===== config.mk =====
export PLATFORM = sky130hd
export DESIGN_NAME = training_data_feeder
export DESIGN_NICKNAME = d
export VERILOG_FILES = /design/src/rtl/training_data_feeder.sv
export SDC_FILE = /design/constraint.sdc
export NUM_CORES = 1
export LEC_CHECK = 0
export ABC_CLOCK_PERIOD_IN_PS = 10530
export BUFFER_PORTS_ARGS = -buffer_cell sky130_fd_sc_hd__buf_2
export CORE_MARGIN = 5
export CORE_UTILIZATION = 30
export DETAILED_ROUTE_END_ITERATION = 12
export HOLD_SLACK_MARGIN = 0.15
export PLACE_DENSITY_LB_ADDON = 0.15
export SETUP_SLACK_MARGIN = 0.4
export SYNTH_ARGS = -nofsm -noshare
export SYNTH_HDL_FRONTEND = slang
export SYNTH_SLANG_ARGS = --single-unit

===== constraint.sdc =====
create_clock -name clk -period 10.53 [get_ports clk]
set_clock_uncertainty 0.05 [all_clocks]
set_input_delay 2.106 -clock clk [delete_from_list [all_inputs] [get_ports clk]]
set_output_delay 2.106 -clock clk [all_outputs]
set_load 0.05 [all_outputs]

===== src/rtl/training_data_feeder.sv =====
// Responder side of the KNN calculator ready/data_request/done handshake: streams preloaded
// samples in MAX_ELEMENTS chunks. Define FEEDER_PROTOCOL_CHECK_EN to build the sticky protocol_err check.
module training_data_feeder #(
   parameter int M            = 4,
   parameter int N            = 4,
   parameter int W            = 16,
   parameter int MAX_ELEMENTS = 8,
   parameter int TYPE_W       = 2,
   parameter int NUM_SAMPLES  = 4
) (
   input  logic                                               clk,
   input  logic                                               rst,
   input  logic                                               start,
   input  logic                                               wr_en,
   input  logic [$clog2(NUM_SAMPLES*M*N)-1:0]                 wr_addr,
   input  logic [W-1:0]                                       wr_data,
   input  logic                                               type_wr_en,
   input  logic [(NUM_SAMPLES > 1 ? $clog2(NUM_SAMPLES) : 1)-1:0] type_wr_addr,
   input  logic [TYPE_W-1:0]                                  type_wr_data,
   input  logic                                               data_request,
   input  logic                                               done,
   output logic [W*M*N-1:0]                                   training_data,
   output logic [TYPE_W-1:0]                                  training_data_type,
   output logic                                               ready,
   output logic [(NUM_SAMPLES > 1 ? $clog2(NUM_SAMPLES) : 1)-1:0] sample_idx,
   output logic                                               busy,
   output logic                                               all_done,
   output logic                                               protocol_err
);

   localparam int MN     = M * N;
   localparam int DEPTH  = NUM_SAMPLES * MN;
   localparam int ADDR_W = $clog2(DEPTH);
   localparam int IDX_W  = NUM_SAMPLES > 1 ? $clog2(NUM_SAMPLES) : 1;
   localparam int PTR_W  = $clog2(MN + 1);
   localparam int SLOT_W = MAX_ELEMENTS > 1 ? $clog2(MAX_ELEMENTS) : 1;

   typedef enum logic [2:0] {IDLE, FILL, PRESENT, WAIT, FINISH} state_t;
   state_t state, state_nx;

   logic [W-1:0]      elem_mem [DEPTH];
   logic [TYPE_W-1:0] type_mem [NUM_SAMPLES];
   logic [PTR_W-1:0]  elem_ptr;
   logic [SLOT_W-1:0] slot;
   logic [ADDR_W-1:0] rd_addr;
   logic              last_sample;
   logic              chunk_last;
   logic              ptr_exhausted;

   assign rd_addr       = ADDR_W'(sample_idx) * ADDR_W'(MN) + ADDR_W'(elem_ptr);
   assign last_sample   = (int'(sample_idx) == NUM_SAMPLES - 1);
   // A chunk ends on a full slot set or on the sample's final element, whichever comes first.
   assign chunk_last    = (int'(slot) == MAX_ELEMENTS - 1) || (int'(elem_ptr) == MN - 1);
   assign ptr_exhausted = (int'(elem_ptr) == MN);

   assign ready    = (state == PRESENT);
   assign all_done = (state == FINISH);
   assign busy     = (state == FILL) || (state == PRESENT) || (state == WAIT);

   always_comb begin
      state_nx = state;
      case (state)
         IDLE:    if (start) state_nx = FILL;
         FILL:    if (chunk_last) state_nx = PRESENT;
         PRESENT: state_nx = WAIT;
         WAIT: begin
            if (done)
               state_nx = last_sample ? FINISH : FILL;
            else if (data_request && !ptr_exhausted)
               state_nx = FILL;
         end
         FINISH:  state_nx = IDLE;
         default: state_nx = IDLE;
      endcase
   end

   always_ff @(posedge clk or posedge rst) begin
      if (rst) begin
         state              <= IDLE;
         sample_idx         <= '0;
         elem_ptr           <= '0;
         slot               <= '0;
         training_data      <= '0;
         training_data_type <= '0;
      end else begin
         state <= state_nx;
         case (state)
            IDLE: begin
               if (start) begin
                  sample_idx         <= '0;
                  elem_ptr           <= '0;
                  slot               <= '0;
                  training_data_type <= type_mem[0];
               end
            end
            FILL: begin
               training_data[int'(slot)*W +: W] <= elem_mem[rd_addr];
               elem_ptr <= elem_ptr + PTR_W'(1);
               slot     <= slot + SLOT_W'(1);
            end
            WAIT: begin
               if (done) begin
                  if (!last_sample) begin
                     sample_idx         <= sample_idx + IDX_W'(1);
                     training_data_type <= type_mem[sample_idx + IDX_W'(1)];
                     elem_ptr           <= '0;
                     slot               <= '0;
                  end
               end else if (data_request && !ptr_exhausted) begin
                  slot <= '0;
               end
            end
            default: ;
         endcase
      end
   end

   // Sample and label memories have no reset so their contents survive rst.
   always_ff @(posedge clk) begin
      if (state == IDLE && wr_en)
         elem_mem[wr_addr] <= wr_data;
      if (state == IDLE && type_wr_en)
         type_mem[type_wr_addr] <= type_wr_data;
   end

`ifdef FEEDER_PROTOCOL_CHECK_EN
   always_ff @(posedge clk or posedge rst) begin
      if (rst)
         protocol_err <= 1'b0;
      else if (state == WAIT && data_request && (done || ptr_exhausted))
         protocol_err <= 1'b1;
   end
`else
   assign protocol_err = 1'b0;
`endif

endmodule


==> reports/metrics.cfg, run 1 <==
[power]
p_leak_nw=20.7
peakVddDrop_v=0.000177
finalPower_mw=17.5
power_density_nw_per_um2=294

[floorplan]
start_util_pct=30.1
die-area_um2=176000
die_h_um=420
die-width_um=420
rows=150
ios=297
coreArea_um2=167000

[critical_path]
ff2ff_setup_slack_ps=6010
worstSetupStartpoint=elem_ptr[0]
arrival_ps=5150
cp_data_required_time_ps=11160
reg2reg_to=training_data[101]
rr_worst_depth=8
cp-endpoint=training_data[101]
r2r_start=elem_ptr[0]
crit_fanout=88
critPathKind=reg -> reg
end_kind=flop
startpoint_type=flop

[yosys]
syn_inst=2793
syn_area_um2=50400
ys_ff_latch=1303
synth_fp_nets=2835
ys_types=58
async_reset_ff_share_pct=20.8
yosysSeqAreaShare_pct=75.0
synth_top_cells_by_area=edfxtp_1 (62%), dfrtp_1 (13%), mux4_2 (10%)
yosysWarnings=0
synth_top_area_share_pct=61.5
syn-mean-instance-area_um2=18.0
synth-edff-count=1032
synth_flop_cell=edfxtp_1
synth_top_area_cell=edfxtp_1

[grt]
gr-total-overflow=0
grt_usage_pct=18.1
grt_pass1_vias=28100
grt_first_pass_wirelength_mm=225
grt_max_degree=154
antenna_found_initial=10

[cts]
cts_resized=0
clk_path_buf_depth=3
path_clk_slew_ps=60
htreeDepth=4
cts_tree=done
cts_sinks=1303
cts-root-buf=clkbuf_16
numCtsBuffers=149
cts_hold_buf=0
post-cts-setup-buffers=0
clk_latency_ps=780

[routing]
antenna_left=0
drt_first_pass_iters=5
drt_iter0_drc=2686
vias_per_cell=5.06
wl_per_cell_um=29.6
routed_wl_mm=161
num_vias=27500
drc=0

[place]
hpwl_mm=104
portBuffers=295
dp_slack_ps=6050
gp_congestion=0.797

[timing]
rsz0062_at_grt=false
timing.fmax_mhz=221
worst_slew_pin_slew_ps=1430
worst_slack_ps=6010
finalSetupTns_ps=0
finalCritPeriodShare_pct=42.9
layout_min_cycle_time_ps=4520
slew_headroom_pct=4.10
hold_viol=0
fin_hold_ws_ps=318
setup_violations=0
finalMaxSlewViolations=0

[run_status]
status=finished, final reports clean

[layout]
utilization_pct=35.6
regArea_um2=37800
drive_gt1_share_pct=30.0
fillers=15800
multi_input_area_um2=11300
areaGrowthSynthToFinish_pct=18.0
final_nets=3154

[worst_hold_path]
holdCritPathClass=reg -> reg

[run]
cap_violations=0

## state kept, by name (all words and copies together), names as in the netlist
name and flops:
elem_mem 1024, training_data 256, type_mem 8, elem_ptr 5
slot 3, state 3, sample_idx 2, training_data_type 2
## cell usage after synthesis (all sizes together), types with 3 or more instances
| library cell | number |
|---|---|
| edfxtp | 1032 |
| dfrtp | 271 |
| mux4 | 227 |
| o211ai | 189 |
| nand2 | 184 |
| nor2 | 168 |
| clkbuf | 166 |
| buf | 89 |
| o22ai | 61 |
| mux2 | 59 |
| o21ai | 51 |
| a31oi | 50 |
| mux2i | 45 |
| nand3 | 34 |
| a21oi | 33 |
| o31ai | 18 |
| inv | 14 |
| a22oi | 12 |
| nor3 | 10 |
| ha | 9 |
| nand3b | 7 |
| nor2b | 7 |
| or3 | 6 |
| nand2b | 5 |
| or2 | 5 |
| or3b | 5 |
| a211oi | 4 |
| and3 | 4 |
| o32ai | 4 |
| a22o | 3 |
| a32oi | 3 |
| and2 | 3 |
| o221ai | 3 |
| xnor2 | 3 |
## per-layer routing
metal  GRT usage [%]  routed length, µm  vias up
met5               0                 27        -
met4            5.85               5010        4
met3            3.12               9410      202
met2            29.6              77000      998
met1            24.6              69900    14600
li1                -                  -    11700
## cell usage in the layout (no fill, tap or decap), types with 9 or more instances in the layout
cell type and count:
o21ai_0 21, nand2_1 184, a21oi_1 33, clkbuf_1 27
clkinv_1 27, clkbuf_8 15, dfrtp_1 268, buf_4 124
mux2i_1 45, a22oi_1 12, mux2_2 59, o22ai_1 60
edfxtp_1 1032, o21ai_2 9, mux4_2 227, o21ai_1 21
a31oi_1 49, clkbuf_16 151, inv_1 12, ha_1 9
o211ai_1 189, o31ai_1 13, buf_2 295, nor2_1 163
nand3_1 34, clkinv_2 19, bufinv_16 13
## cells by family (layout without fill, tap and decap cells)
kind of cell | after synthesis | after routing | share of synthesized area, %
buffers and inverters | 269 | 710 | 2.62
adder cells (fa/ha/maj) | 9 | 9 | 0.224
other | 1 | 3 | 0.00745
AO/OA/AOI/OAI | 435 | 435 | 5.97
flip-flops | 1303 | 1303 | 75.0
AND/OR/NAND/NOR | 442 | 442 | 3.74
multiplexers | 331 | 331 | 12.4
XOR/XNOR | 3 | 3 | 0.0522
## cell type report
| class | count | share of cell area, % |
|---|---|---|
| inverters | 14 | 0.101 |
| well taps | 2204 | 4.64 |
| repair buffers | 423 | 4.19 |
| multi-input cells | 1221 | 19.0 |
| clock inverters | 80 | 1.59 |
| diodes | 2 | 0.00842 |
| flip-flops and latches | 1303 | 63.6 |
| clock buffers | 193 | 6.88 |
## critical path, stage by stage, from the launching register on
cell	delay (ps)
dfrtp_4	710
buf_12	400
buf_4	410
inv_2	80
buf_4	590
nand2_1	130
a21oi_1	1070
o21ai_1	400
a31oi_1	270
## metrics by stage
step	instance area, µm²	std cells
6_report	59400	5440
5_1_grt	59400	5438
4_1_cts	59400	5438
3_5_place_dp	54400	5165
3_3_place_gp	54400	5165
2_1_floorplan	50400	2793
## how the worst min path moves through the flow
stage	startpoint	endpoint	cells after the start
after global routing	training_data[200]	training_data[200]	0
after floorplan	elem_ptr[4]	elem_ptr[4]	2
final	training_data[227]	training_data[227]	0
after detailed placement	training_data[241]	training_data[241]	0
after global placement	training_data[145]	training_data[145]	0
after CTS	training_data[251]	training_data[251]	0
## power breakdown
part / internal, mW / total, mW / switching, mW
logic: 1.75 / 5.88 / 4.13
clock network: 3.09 / 5.25 / 2.16
registers: 5.88 / 6.36 / 0.479
No activity file was read; power rests on OpenSTA's default activity.
==> inputs of run 2 (changes only) <==
--- a/config.mk
+++ b/config.mk
@@ -5,7 +5,7 @@
 export SDC_FILE = /design/constraint.sdc
 export NUM_CORES = 1
 export LEC_CHECK = 0
-export ABC_CLOCK_PERIOD_IN_PS = 10530
+export ABC_CLOCK_PERIOD_IN_PS = 3700
 export BUFFER_PORTS_ARGS = -buffer_cell sky130_fd_sc_hd__buf_2
 export CORE_MARGIN = 5
 export CORE_UTILIZATION = 30
==> constraint.sdc (replaced) <==
create_clock -name clk -period 3.7 [get_ports clk]
set_clock_uncertainty 0.05 [all_clocks]
set_input_delay 0.74 -clock clk [delete_from_list [all_inputs] [get_ports clk]]
set_output_delay 0.74 -clock clk [all_outputs]
set_load 0.05 [all_outputs]
==> run 2 against run 1 <==
Net effect: register-to-register slack got worse by 5500 ps; global-route usage about the same; die area unchanged; count of clock-buffer cells in the layout increased by 1; sequential share of layout area decreased by 0.96 points; core utilization increased by 0.54 points; fmax increased by 41%; non-clock buffer count increased by 137; hold slack got worse by 95 ps; routed wire length decreased by 1.0%.
==> reports/metrics.cfg, run 2 (synthesis results as in run 1) <==
[run_status]
status=finished, final reports clean

[routing]
wl_met2_mm=79.1
antenna_left=0
num_vias=28000
top_layer_used=met5
drt-met1-wl_mm=67.4
wl_per_cell_um=28.7
drt_iter0_drc=2365
drc=0
dr_wl_met3_mm=9.72
vias_per_cell=5.03
routed_wl_mm=160
drt_first_pass_iters=6

[timing]
finalSetupTns_ps=0
finalCritPeriodShare_pct=86.7
layout_min_cycle_time_ps=3210
fin_hold_ws_ps=222
slew_headroom_pct=17.3
rsz0062_at_grt=false
worst_slack_ps=491
timing.fmax_mhz=312
setup_violations=0
finalMaxSlewViolations=0
worst_slew_pin_slew_ps=1240
hold_viol=0

[layout]
fin_area_um2=60300
regArea_um2=37800
fin_cells=5570
largest_reg_flops=1024
layout_commonest_cell=edfxtp_1
utilization_pct=36.1
drive_gt1_share_pct=32.4
top_register=elem_mem
final_cell_mix=edfxtp_1 (1,032), buf_2 (295), dfrtp_1 (268), buf_4 (240), mux4_2 (227)
final_nets=3287
multi_input_area_um2=11300
fillers=15700
reg_top3=elem_mem (1024), training_data (256), type_mem (8)
areaGrowthSynthToFinish_pct=19.8

[cts]
cts_sinks=1303
clk_path_buf_depth=3
path_clk_slew_ps=60
cts_tree=done
clk_latency_ps=780
numCtsBuffers=145
cts-root-buf=clkbuf_16
htreeDepth=4

[place]
portBuffers=295
hpwl_mm=108
dp_slack_ps=342
dpl_cell_area_um2=55500
dpl.cell_count=5294
gp_congestion=0.795

[grt]
grt_max_degree=167
gr-total-overflow=0
grt_pass1_vias=28800
grt_usage_pct=18.0
grt_first_pass_wirelength_mm=224
antenna_found_initial=12

[power]
finalPower_mw=50.1
comb_power_share_pct=36.1
p_clk_share_pct=28.1
p_leak_nw=21.3
seqPwrFrac_pct=35.8
peakVddDrop_v=0.000515
p_int_mw=31.0
p_sw_mw=19.1
swShare_pct=38.1
power_density_nw_per_um2=831

[floorplan]
start_util_pct=30.1
ios=297
die_h_um=420
die-width_um=420
coreArea_um2=167000
rows=150
die-area_um2=176000

[worst_hold_path]
holdCritPathClass=in -> reg

[critical_path]
startpoint_type=flop
cp_data_required_time_ps=4340
critPathKind=reg -> reg
end_kind=flop
arrival_ps=3840
crit_fanout=21

[run]
cap_violations=0

-- run 2: cell types whose count changed in the layout (fill, tap and decap cells not counted), sizes merged --
| cell | change |
|---|---|
| clkinvlp | -1 |
| bufinv | -4 |
| diode | +1 |
| clkbuf | +1 |
| dlygate4sd3 | +4 |
| buf | +133 |
| inv | -1 |
| clkinv | -3 |
-- run 2: repair_timing --
action                                  4_1_cts  5_1_grt
hold endpoints to repair                     47        0
hold buffers                                  4        0
buffers inserted                              0        4
endpoints found under the setup margin        8       43
gates resized for setup                       1        7
-- run 2: cell type report --
type | instances | area share [%]
Clock buffer | 194 | 6.65
Inverter | 14 | 0.0933
Multi-Input combinational cell | 1221 | 18.8
Tap cell | 2204 | 4.57
Antenna cell | 3 | 0.0124
Timing Repair Buffer | 560 | 6.20
Clock inverter | 71 | 1.08
Sequential cell | 1303 | 62.6
-- run 2: routing by layer --
metal	global-route usage, %	up-vias
li1	-	12000
met1	23.8	14900
met2	30.7	994
met3	3.47	204
met4	4.57	12
met5	0	-
-- run 2: worst paths after layout --
path                               startpoint                 end  slack, ps  depth (start not counted)
max                               elem_ptr[3]    training_data[0]        490                          4
min                                      done            state[2]        220                          2
max reg2reg                       elem_ptr[3]    training_data[0]        490                          4
min reg2reg                training_data[189]  training_data[189]        320                          0
max in group asynchronous                 rst  training_data[121]       2100                          4
min in group asynchronous                 rst  training_data[178]        680                          4
-- run 2: power groups by stage --
stage,Combinational (mW),Sequential [mW],Clock [mW]
6_report,18.1,17.9,14.1
5_1_grt,19.2,18.0,15.1
4_1_cts,18.2,18.0,14.5
3_5_place_dp,18.2,18.3,0
3_3_place_gp,18.0,18.3,0
2_1_floorplan,8.63,20.2,0
-- run 2: worst max-delay path: stages, from the launching register on --
cell and delay, ps:
dfrtp_1 1070, nand2b_2 580, o31ai_2 930, o21ai_1 220, a31oi_1 220
==> inputs of run 3 (changes only) <==
==> constraint.sdc (replaced) <==
create_clock -name clk -period 3.7 [get_ports clk]
set_clock_uncertainty 0.05 [all_clocks]
set_input_delay 0.555 -clock clk [delete_from_list [all_inputs] [get_ports clk]]
set_output_delay 0.555 -clock clk [all_outputs]
set_load 0.05 [all_outputs]
==> run 3 against run 2 <==
Net effect: core utilization is 0.13 points higher; clock power up 4%; combinational power about the same; via count is 0.15% higher; total power is 1.3% higher; cell area up 0.35%; first-iteration DRC count grew 0.34%; critical path type unchanged; largest power group unchanged.
==> reports/metrics.cfg, run 3 (synthesis results as in run 1) <==
[place]
portBuffers=295
gp_congestion=0.808
hpwl_mm=110

[layout]
areaGrowthSynthToFinish_pct=20.2
fillers=15600
largest_reg_flops=1024
final_nets=3294
utilization_pct=36.2
layout_commonest_cell=edfxtp_1
drive_gt1_share_pct=32.8
multi_input_area_um2=11300
reg_top3=elem_mem (1024), training_data (256), type_mem (8)
top_register=elem_mem
final_cell_mix=edfxtp_1 (1,032), buf_2 (295), dfrtp_1 (268), buf_4 (247), mux4_2 (227)
regArea_um2=37800

[critical_path]
cp_data_required_time_ps=4320
critical_path.cell_chain=buf_12 -> buf_4 -> buf_4 -> mux2_2 -> o22ai_1 -> o32ai_1 -> buf_4 -> o21ai_1 -> buf_4 -> o211ai_1
r2r_start=elem_ptr[1]
critPathTopFamily=buffers and inverters
arrival_ps=3900
cp_slowest_cell=dfrtp_4
worstSetupStartpoint=elem_ptr[1]
cp_common_cell=buf_4
end_kind=flop
startpoint_type=flop
path_buf_inv=5
crit_fanout=24
critPathKind=reg -> reg
cpPeakStageDelay_ps=690

[routing]
vias_per_cell=5.04
routed_wl_mm=162
wl_per_cell_um=29.1
drt_first_pass_iters=5
drt_iter0_drc=2373
drc=0
antenna_left=0
num_vias=28100

[grt]
grt_usage_pct=18.2
gr-total-overflow=0
antenna_found_initial=9
grt_pass1_vias=29000
grt_first_pass_wirelength_mm=226
grt_max_degree=117

[cts]
cts-root-buf=clkbuf_16
numCtsBuffers=145
cts_tree=done
clk_path_buf_depth=3
path_clk_slew_ps=60
htreeDepth=4
clk_latency_ps=780
cts_sinks=1303

[timing]
fin_hold_ws_ps=280
finalSetupTns_ps=0
slew_headroom_pct=17.5
layout_min_cycle_time_ps=3280
finalMaxSlewViolations=0
setup_violations=0
rsz0062_at_grt=false
timing.fmax_mhz=305
finalCritPeriodShare_pct=88.6
worst_slew_pin_slew_ps=1240
hold_viol=0

[floorplan]
die-width_um=420
rows=150
coreArea_um2=167000
die-area_um2=176000
start_util_pct=30.1
ios=297
die_h_um=420

[run]
cap_violations=0

[power]
p_leak_nw=21.4
finalPower_mw=50.7
power_density_nw_per_um2=838
peakVddDrop_v=0.000565

[worst_hold_path]
holdCritPathClass=in -> reg
hold_start=wr_data[3]

[run_status]
status=finished, final reports clean

-- run 3: layer usage --
layer	global-route usage [%]	wire, µm
met3	3.32	9480
met5	0	67
met2	30.4	78300
met4	5.77	4780
met1	24.2	69500
-- run 3: stage by stage --
stage               worst slack, ps  area [µm²]  cells
floorplan                      -486       50400   2793
global placement                314       55500   5300
detailed placement              199       55500   5300
CTS                             458       60500   5573
global route                    411       60500   5573
finish                          423       60500   5575
-- run 3: path summary, 6_finish.rpt --
kind / endpoint / slack [ps] / cells past startpoint
worst max-delay path: training_data[57] / 420 / 10
worst min-delay path: elem_mem[62][3] / 280 / 1
worst max register to register: training_data[57] / 420 / 10
worst min register to register: training_data[225] / 320 / 0
max in group asynchronous: training_data[20] / 2140 / 4
min in group asynchronous: training_data_type[0] / 400 / 3
-- run 3: cell type report --
| type | instances | share of cell area, % |
|---|---|---|
| sequential | 1303 | 62.4 |
| tap | 2204 | 4.56 |
| antenna | 2 | 0.00827 |
| timing repair buffer | 567 | 6.18 |
| clock inverter | 68 | 1.37 |
| clock buffer | 196 | 6.70 |
| multi-input combinational | 1221 | 18.7 |
| inverter | 14 | 0.0930 |
-- run 3: where the power goes --
group	total (mW)	leakage, nW	internal (mW)	switching, mW
Sequential	17.9	12.8	16.7	1.20
Combinational	18.1	6.25	5.95	12.1
Clock	14.7	2.39	8.84	5.89
-- run 3: what timing repair did --
item | in CTS | in global routing
hold endpoints to repair | 44 | 0
setup buffers | 0 | 0
hold buffers | 9 | 0
pin swaps | 0 | 0
endpoints found under the setup margin | 14 | 16
gates resized for setup | 2 | 3
